--- src/rtl/uc_multiciclo_if.sv ---
`default_nettype none
// ============================================================================
//  Module      : uc_multiciclo_if
//  Description : Handshake and control bus between the multicycle control
//                unit and the microc datapath / top level.
//                master modport : control unit side (drives the control lines)
//                slave  modport : datapath / top-level side
//  Signals     : start, Opcode[OPW-1:0], z                -> control unit
//                pc_en, s_inc, s_inm, we3, wez,
//                Op[ALUOPW-1:0], busy, illegal             <- control unit
//  Revision    : 1.0 - initial release
// ============================================================================
interface uc_multiciclo_if #(
   parameter int OPW    = 6,
   parameter int ALUOPW = 3
);
   logic              start;
   logic [OPW-1:0]    Opcode;
   logic              z;
   logic              pc_en;
   logic              s_inc;
   logic              s_inm;
   logic              we3;
   logic              wez;
   logic [ALUOPW-1:0] Op;
   logic              busy;
   logic              illegal;

   modport master (
      input  start, Opcode, z,
      output pc_en, s_inc, s_inm, we3, wez, Op, busy, illegal
   );

   modport slave (
      output start, Opcode, z,
      input  pc_en, s_inc, s_inm, we3, wez, Op, busy, illegal
   );
endinterface
`default_nettype wire

--- src/rtl/uc_multiciclo.sv ---
`default_nettype none
// ============================================================================
//  Module      : uc_multiciclo
//  Description : Multicycle control unit for the microc datapath. Every
//                instruction takes two cycles: FETCH latches the opcode into
//                the instruction register, EXEC drives the datapath controls
//                for one cycle. An undefined opcode parks the unit in HALT
//                with a sticky illegal flag until reset.
//  Ports       : clk      - system clock, rising edge
//                reset    - synchronous reset, active-high
//                bus      - uc_multiciclo_if.master (start/Opcode/z in,
//                           pc_en/s_inc/s_inm/we3/wez/Op/busy/illegal out)
//                instr_cnt- (only with UC_PERF_CNT_EN) saturating count of
//                           EXEC cycles
//  Config      : UC_PERF_CNT_EN - adds the instr_cnt performance counter
//  Revision    : 1.0 - initial release
// ============================================================================
module uc_multiciclo #(
   parameter int OPW    = 6,
   parameter int ALUOPW = 3
) (
   input  wire logic          clk,
   input  wire logic          reset,
   uc_multiciclo_if.master    bus
`ifdef UC_PERF_CNT_EN
   ,
   output logic [15:0]        instr_cnt
`endif
);

   typedef enum logic [1:0] {
      ST_IDLE  = 2'b00,
      ST_FETCH = 2'b01,
      ST_EXEC  = 2'b10,
      ST_HALT  = 2'b11
   } state_t;

   localparam logic [OPW-1:0] c_OP_NOP = 6'b000000;
   localparam logic [OPW-1:0] c_OP_J   = 6'b010000;
   localparam logic [OPW-1:0] c_OP_JZ  = 6'b010001;
   localparam logic [OPW-1:0] c_OP_JNZ = 6'b010010;

   state_t         r_state;
   state_t         w_next_state;
   logic [OPW-1:0] r_ir;
   logic           r_illegal;
   logic           w_legal;

   // Legality is judged on the opcode being fetched so the decision to go
   // to EXEC or HALT is made in the same cycle the IR is loaded.
   always_comb begin
      w_legal = 1'b0;
      if (bus.Opcode[OPW-1])
         w_legal = 1'b1;                               // ALU
      else if (bus.Opcode[OPW-1:2] == 4'b0001)
         w_legal = 1'b1;                               // LI
      else if ((bus.Opcode == c_OP_NOP) || (bus.Opcode == c_OP_J) ||
               (bus.Opcode == c_OP_JZ)  || (bus.Opcode == c_OP_JNZ))
         w_legal = 1'b1;
   end

   always_ff @(posedge clk) begin
      if (reset) begin
         r_state   <= ST_IDLE;
         r_ir      <= '0;
         r_illegal <= 1'b0;
      end else begin
         r_state <= w_next_state;
         if (r_state == ST_FETCH) begin
            r_ir <= bus.Opcode;
            if (!w_legal)
               r_illegal <= 1'b1;
         end
      end
   end

   // Next state and Moore outputs; z only affects s_inc for JZ/JNZ.
   always_comb begin
      w_next_state = r_state;
      bus.pc_en    = 1'b0;
      bus.s_inc    = 1'b0;
      bus.s_inm    = 1'b0;
      bus.we3      = 1'b0;
      bus.wez      = 1'b0;
      bus.Op       = '0;
      bus.busy     = 1'b0;

      case (r_state)
         ST_IDLE: begin
            if (bus.start)
               w_next_state = ST_FETCH;
         end
         ST_FETCH: begin
            bus.busy     = 1'b1;
            w_next_state = w_legal ? ST_EXEC : ST_HALT;
         end
         ST_EXEC: begin
            bus.busy     = 1'b1;
            bus.pc_en    = 1'b1;
            w_next_state = ST_FETCH;
            if (r_ir[OPW-1]) begin
               bus.s_inc = 1'b1;
               bus.we3   = 1'b1;
               bus.wez   = 1'b1;
               bus.Op    = r_ir[ALUOPW-1:0];
            end else if (r_ir[OPW-1:2] == 4'b0001) begin
               bus.s_inc = 1'b1;
               bus.s_inm = 1'b1;
               bus.we3   = 1'b1;
            end else if (r_ir == c_OP_NOP) begin
               bus.s_inc = 1'b1;
            end else if (r_ir == c_OP_JZ) begin
               bus.s_inc = ~bus.z;
            end else if (r_ir == c_OP_JNZ) begin
               bus.s_inc = bus.z;
            end
            // J and anything else leave s_inc=0 (jump target); illegal
            // opcodes never reach EXEC.
         end
         default: begin
            w_next_state = ST_HALT;                    // HALT: only reset exits
         end
      endcase
   end

   assign bus.illegal = r_illegal;

`ifdef UC_PERF_CNT_EN
   logic [15:0] r_instr_cnt;

   always_ff @(posedge clk) begin
      if (reset)
         r_instr_cnt <= '0;
      else if ((r_state == ST_EXEC) && (r_instr_cnt != 16'hFFFF))
         r_instr_cnt <= r_instr_cnt + 16'd1;
   end

   assign instr_cnt = r_instr_cnt;
`endif

endmodule
`default_nettype wire
--- src/flat_wrapper.sv ---
// flat-port wrapper written by rule: the top's interface ports become plain ports
module uc_multiciclo_flat 
#(
   parameter int OPW    = 6,
   parameter int ALUOPW = 3
)
  (clk, reset, bus_start, bus_Opcode, bus_z, bus_pc_en, bus_s_inc, bus_s_inm, bus_we3, bus_wez, bus_Op, bus_busy, bus_illegal);
  uc_multiciclo_if #(.OPW(OPW), .ALUOPW(ALUOPW)) bus_i ();
  input  wire logic clk;
  input  wire logic reset;
  input wire logic [$bits(bus_i.start)-1:0] bus_start;
  input wire logic [$bits(bus_i.Opcode)-1:0] bus_Opcode;
  input wire logic [$bits(bus_i.z)-1:0] bus_z;
  output wire logic [$bits(bus_i.pc_en)-1:0] bus_pc_en;
  output wire logic [$bits(bus_i.s_inc)-1:0] bus_s_inc;
  output wire logic [$bits(bus_i.s_inm)-1:0] bus_s_inm;
  output wire logic [$bits(bus_i.we3)-1:0] bus_we3;
  output wire logic [$bits(bus_i.wez)-1:0] bus_wez;
  output wire logic [$bits(bus_i.Op)-1:0] bus_Op;
  output wire logic [$bits(bus_i.busy)-1:0] bus_busy;
  output wire logic [$bits(bus_i.illegal)-1:0] bus_illegal;
  assign bus_i.start = bus_start;
  assign bus_i.Opcode = bus_Opcode;
  assign bus_i.z = bus_z;
  assign bus_pc_en = bus_i.pc_en;
  assign bus_s_inc = bus_i.s_inc;
  assign bus_s_inm = bus_i.s_inm;
  assign bus_we3 = bus_i.we3;
  assign bus_wez = bus_i.wez;
  assign bus_Op = bus_i.Op;
  assign bus_busy = bus_i.busy;
  assign bus_illegal = bus_i.illegal;
  uc_multiciclo #(.OPW(OPW), .ALUOPW(ALUOPW)) u_core (.clk(clk), .reset(reset), .bus(bus_i));
endmodule
--- config.mk ---
export PLATFORM = sky130hd
export DESIGN_NAME = uc_multiciclo_flat
export DESIGN_NICKNAME = d
export VERILOG_FILES = /design/src/rtl/uc_multiciclo_if.sv /design/src/rtl/uc_multiciclo.sv /design/src/flat_wrapper.sv
export SDC_FILE = /design/constraint.sdc
export NUM_CORES = 1
export LEC_CHECK = 0
export CORE_MARGIN = 1.5
export CORE_UTILIZATION = 35
export DETAILED_ROUTE_END_ITERATION = 8
export GPL_ROUTABILITY_DRIVEN = 0
export PLACE_DENSITY = 0.66
export SLEW_MARGIN = 20
export SYNTH_ARGS = -nofsm -noshare
export SYNTH_HDL_FRONTEND = slang
export SYNTH_SLANG_ARGS = --single-unit
export TNS_END_PERCENT = 10
--- constraint.sdc ---
create_clock -name clk -period 3.72 [get_ports clk]
set_input_delay 0.93 -clock clk [delete_from_list [all_inputs] [get_ports clk]]
set_output_delay 0.93 -clock clk [all_outputs]
set_load 0.01 [all_outputs]
After elaboration in Yosys (flattened, before gate mapping)
Cells that the tools add are included.

Bitwise logic cells: 2. Muxes and demuxes: 23. Equal/unequal tests: 10. Reductions and logical operators: 8.

Operators with widths (number): $eq A6 B5 Y1 const B (5); $mux W1 (19); $logic_not A6 Y1 (2); $eq A4 B1 Y1 const B (2); $mux W3 (2); $pmux W2 S3 (1); $logic_or A1 B1 Y1 (3); $eq A2 B1 Y1 const B (1); $eq A2 B2 Y1 const B (1); $logic_not A2 Y1 (1); $mux W2 (1); $ne A2 B2 Y1 const B (1); $not A1 Y1 (2); $reduce_and A2 Y1 (1); $reduce_or A2 Y1 (1).

Register bits after elaboration: 9. Output and inout bits: 10. Logic and storage cells: 46. Input bits: 10.

Longest topological paths before layout
Gate-level depths: netlist of the first run.

Word-level depth: 9. Mapped depth: 5. Mapped depth without buffers: 5.

Worst setup path before layout of the first run
OpenSTA, ideal clock, no wires.

Kind: input port to output port. From: in bus_z. To: out bus_s_inc. Data required time: 2.790 ns. Setup slack: 1.423 ns. Arrival time: 1.367 ns. Stages on the path: 3. Buffers on the path: 0. Cells stage by stage: and3b_1 -> o211ai_1 -> nand3b_1.

Word-level cells in the longest chain between the ends: 6. Elaborated cells between the ends (all ways): 7. Those cells by class: mux (6); bitwise (1).

Ends and longest elaborated chain: from (decl) (line flat_wrapper.sv:13) `input wire logic [$bits(bus_i.z)-1:0] bus_z;`; $mux W1 or $not A1 Y1 (tied branches) (line uc_multiciclo.sv:114, uc_multiciclo.sv:113); $mux W1 (*) (line uc_multiciclo.sv:112) `end else if (r_ir == c_OP_JZ) begin`; $mux W1 (*) (line uc_multiciclo.sv:110) `end else if (r_ir == c_OP_NOP) begin`; $mux W1 (*) (line uc_multiciclo.sv:106) `end else if (r_ir[OPW-1:2] == 4'b0001) begin`; $mux W1 (*) (line uc_multiciclo.sv:101) `if (r_ir[OPW-1]) begin`; $mux W1 (*) (line uc_multiciclo.sv:88) `case (r_state)`; to (decl) (line flat_wrapper.sv:15) `output wire logic [$bits(bus_i.s_inc)-1:0] bus_s_inc;`.

Every way passes the cells marked *; elsewhere a longest branch is shown, timed or not.

Worst setup path after layout of the first run
Same ends and word-level chain as after synthesis.

==> results of run 1 <==
==> layer usage <==
layer	GRT usage (%)	vias to the layer above	wire length, um
li1	-	251	-
met1	21.0	217	561
met2	20.6	14	518
met3	2.59	2	57
met4	9.38	0	14
met5	0	-	0
==> worst reg2reg max path, stage by stage, from the launching register on <==
cell and delay, ns:
dfxtp_1 0.34, inv_1 0.09, ha_1 0.18, or3b_1 0.38, o311ai_1 0.08, o21ai_1 0.11
==> final cells by class <==
class	count	area share, %
inverter	3	1.47
sequential	9	23.5
clock buffer	4	3.43
timing repair buffer	19	24.8
tap	15	2.45
multi-input combinational	44	44.3
==> per-stage QoR <==
stage          area, sq um  instances
2_1_floorplan          539         58
3_3_place_gp           739         90
3_5_place_dp           739         90
4_1_cts                766         94
5_1_grt                766         94
6_report               766         94
==> Yosys cell counts, drive strengths merged <==
cell type  n
a211oi     1
a21o       1
a221oi     1
and2       1
and3       3
and3b      1
buf        1
clkbuf     1
dfxtp      9
ha         4
inv        3
mux2i      6
nand2      1
nand3b     2
nand4b     1
nand4bb    1
nor2       8
nor2b      1
nor3       2
nor3b      3
o211ai     1
o21a       1
o21ai      1
o2bb2ai    1
o311ai     1
or2        1
or3b       1
==> worst max path at each step <==
| stage | from | end | slack (ns) | depth (start not counted) |
|---|---|---|---|---|
| final | bus_z | bus_s_inc | 0.53 | 5 |
| after global routing | bus_z | bus_s_inc | 0.46 | 5 |
| after CTS | bus_z | bus_s_inc | 0.52 | 5 |
| after detailed placement | bus_z | bus_s_inc | 0.52 | 5 |
| after global placement | bus_z | bus_s_inc | 0.54 | 5 |
| after floorplan | bus_z | bus_s_inc | 1.42 | 3 |
==> registers in the layout, summed over array words and instances (netlist names) <==
register            count
u_core.bus.illegal      1
u_core.r_ir             6
u_core.r_state          2
==> power groups by stage <==
| stage | clock network [mW] | registers (mW) | logic (mW) |
|---|---|---|---|
| final | 0.0739 | 0.153 | 0.212 |
| after global routing | 0.0832 | 0.159 | 0.235 |
| after CTS | 0.0788 | 0.153 | 0.215 |
| after detailed placement | 0 | 0.154 | 0.211 |
| after global placement | 0 | 0.154 | 0.210 |
| after floorplan | 0 | 0.147 | 0.140 |
==> logic make-up (layout without fill, tap and decap cells) <==
family | Yosys count | after routing
flip-flops | 9 | 9
AND/OR/NAND/NOR | 26 | 26
multiplexers | 6 | 6
AO/OA/AOI/OAI | 8 | 8
adder cells (fa/ha/maj) | 4 | 4
buffers and inverters | 5 | 26
==> impl_metrics.csv, run 1 <==
group,metric,value,unit
status,status,"finished clean",
routing,drt_pass1_iterations,4,
place,io_buffer_count,19,
logic_synthesis,ys_seq_area_share,33.4,%
layout,area_growth,42.0,%
pwr,powerDensity,573,mW/mm^2
logic_synthesis,synth.area.top_cells,"dfxtp_1 33%, mux2i_1 11%, ha_1 9.3%, nor2_1 5.6%, and3_1 3.5%",
min_path,min-delay-start,"u_core.bus.illegal",
global_route,overflow,0,
layout,nFillCells,141,
routing,ant_nets,0,
sta,holdWs,0.464,ns
sta,finalCritPeriodShare,85.8,%
routing,vias_per_cell,5.15,
layout,final_nets,94,
sta,fin_worst_skew,0.00321,ns
routing,drc_errors,0,
die,die_x,42.3,um
pwr,netSwitchingPower,0.158,mW
logic_synthesis,synth-simple-area-share,29.9,%
clocking,ctsHoldBuffers,0,
place,dp_slack,0.522,ns
worst_setup_path,cp_common_cell,"clkdlybuf4s50_1",
routing,wl,1150,um
pwr,leakagePower,0.309,nW
sta,fin_crit,3.19,ns
logic_synthesis,synth_top_family_by_area,"simple AND/OR/NAND/NOR gates",
clocking,ctsResizeCount,0,
clocking,cts_max_path_buffers,2,
worst_setup_path,critPathBufInv,2,
layout,multi_input_area,339,sq um
die,rows,13,
pwr,power,0.439,mW
global_route,grt_pass1_vias,437,
sta,slew_violations,0,
pwr,pwr-share-seq,34.8,%
worst_setup_path,crit_type,"input port to output pin",
layout,layout-drive-gt1-share,7.59,%
clocking,htreeDepth,1,
clocking,cts_setup_buffers,0,
worst_setup_path,path_cells,"clkdlybuf4s50_1, nor3b_1, o211ai_1, nand3b_1, clkdlybuf4s50_1",
pwr,peakVddDrop,0.000272,V
min_path,holdCritPathClass,"register to register",
worst_setup_path,r2r_slack,2.41,ns
clocking,clk_pin_slew,0.06,ns
clocking,cts_sinks,9,
worst_setup_path,crit_path_max_incr_delay,0.53,ns
logic_synthesis,synthAdderAreaFrac,9.28,%
worst_setup_path,crit_arrival,2.26,ns
layout,final_cell_mix,"19 x clkdlybuf4s50_1, 9 x dfxtp_1, 8 x nor2_1, 6 x mux2i_1, 4 x ha_1",
layout,ff_latch_area,180,sq um
clocking,cts_tree,"done",
worst_setup_path,crit_family,"buffers and inverters",
logic_synthesis,avgSynthCellArea,9.30,sq um
pwr,p_int,0.281,mW
worst_setup_path,cp-start-kind,"input port",
global_route,antenna_found_initial,0,
pwr,p_sw_share,36.0,%
die,die_h,42.3,um
sta,setup_slack,0.530,ns
sta,slew_headroom,68.8,%
worst_setup_path,crit_path_top_delay_cell,"clkdlybuf4s50_1",
global_route,grt_pass1_wl,1990,um
logic_synthesis,synth_nets,72,
layout,post-route-util,56.0,%
die,die_area,0.00179,sq mm
sta,setup_violations,0,
die,core,0.00137,sq mm
sta,max_freq,313,MHz
clocking,cts-buffers-inserted,3,
global_route,grt_use_total,14.9,%
sta,setup-tns-final,0,ns
min_path,hold_depth,1,
layout,diodes,0,
run,cap_violations,0,
logic_synthesis,synth_area,539,sq um
logic_synthesis,netlist_instances,58,
logic_synthesis,synth_seq_cells,9,
worst_setup_path,reg2reg_from,"u_core.r_state[0]",
worst_setup_path,r2r-end,"u_core.r_state[0]",
worst_setup_path,cp.required,2.79,ns
logic_synthesis,synth_compound_gate_area_share,12.5,%
worst_setup_path,endpoint_kind,"output pin",
sta,grt_setup_unrepaired,"no",
logic_synthesis,yosys-mux-area-fraction,11.1,%
logic_synthesis,yosys.area.top_type,"dfxtp_1",
routing,first_iter_violations,8,
routing,via_count,484,
sta,hold_violations,0,
pwr,pwr-share-comb,48.4,%
clocking,root_buffer,"clkbuf_4",
min_path,holdPathEnd,"u_core.bus.illegal",
layout,final_common_cell,"clkdlybuf4s50_1",
global_route,grt_max_degree,10,
die,ios,20,
logic_synthesis,synth-xor-area-share,0,%
sta,worst_slew_pin_slew,0.467,ns
logic_synthesis,yosysWarningCount,0,
logic_synthesis,synth_top_area_share,33.4,%
routing,wl_per_cell,12.2,um
worst_setup_path,rr_worst_depth,5,
clocking,insertion_delay,0.26,ns
place,hpwl,856,um
worst_setup_path,cp_max_fo,2,
logic_synthesis,synth_cell_types,29,
pwr,pwr-share-clk,16.8,%
die,initial_core_util,39.5,%
(Power assumes the default switching activity.)
==> run 2, diff against run 1 <==
- clock period: 3.72 -> 3.23 ns (I/O delays scaled with it)
==> results of run 2 <==
The final DEF is identical to that of run 1. Status: finished clean.
Main changes from that run: setup slack after placement 0.522 ns -> 0.277 ns; setup slack after layout 0.530 ns -> 0.285 ns; register-to-register setup slack 2.41 ns -> 1.92 ns; total power 0.439 mW -> 0.506 mW; worst IR drop on VDD 0.000272 V -> 0.000313 V
==> run 3, diff against run 2 <==
- CAP_MARGIN: not set -> 20
- SKIP_CTS_REPAIR_TIMING: not set -> 1
==> results of run 3 <==
The final DEF is identical to that of run 1. Status: finished clean.
Main changes from that run: setup slack after placement 0.522 ns -> 0.277 ns; setup slack after layout 0.530 ns -> 0.285 ns; register-to-register setup slack 2.41 ns -> 1.92 ns; total power 0.439 mW -> 0.506 mW; worst IR drop on VDD 0.000272 V -> 0.000313 V
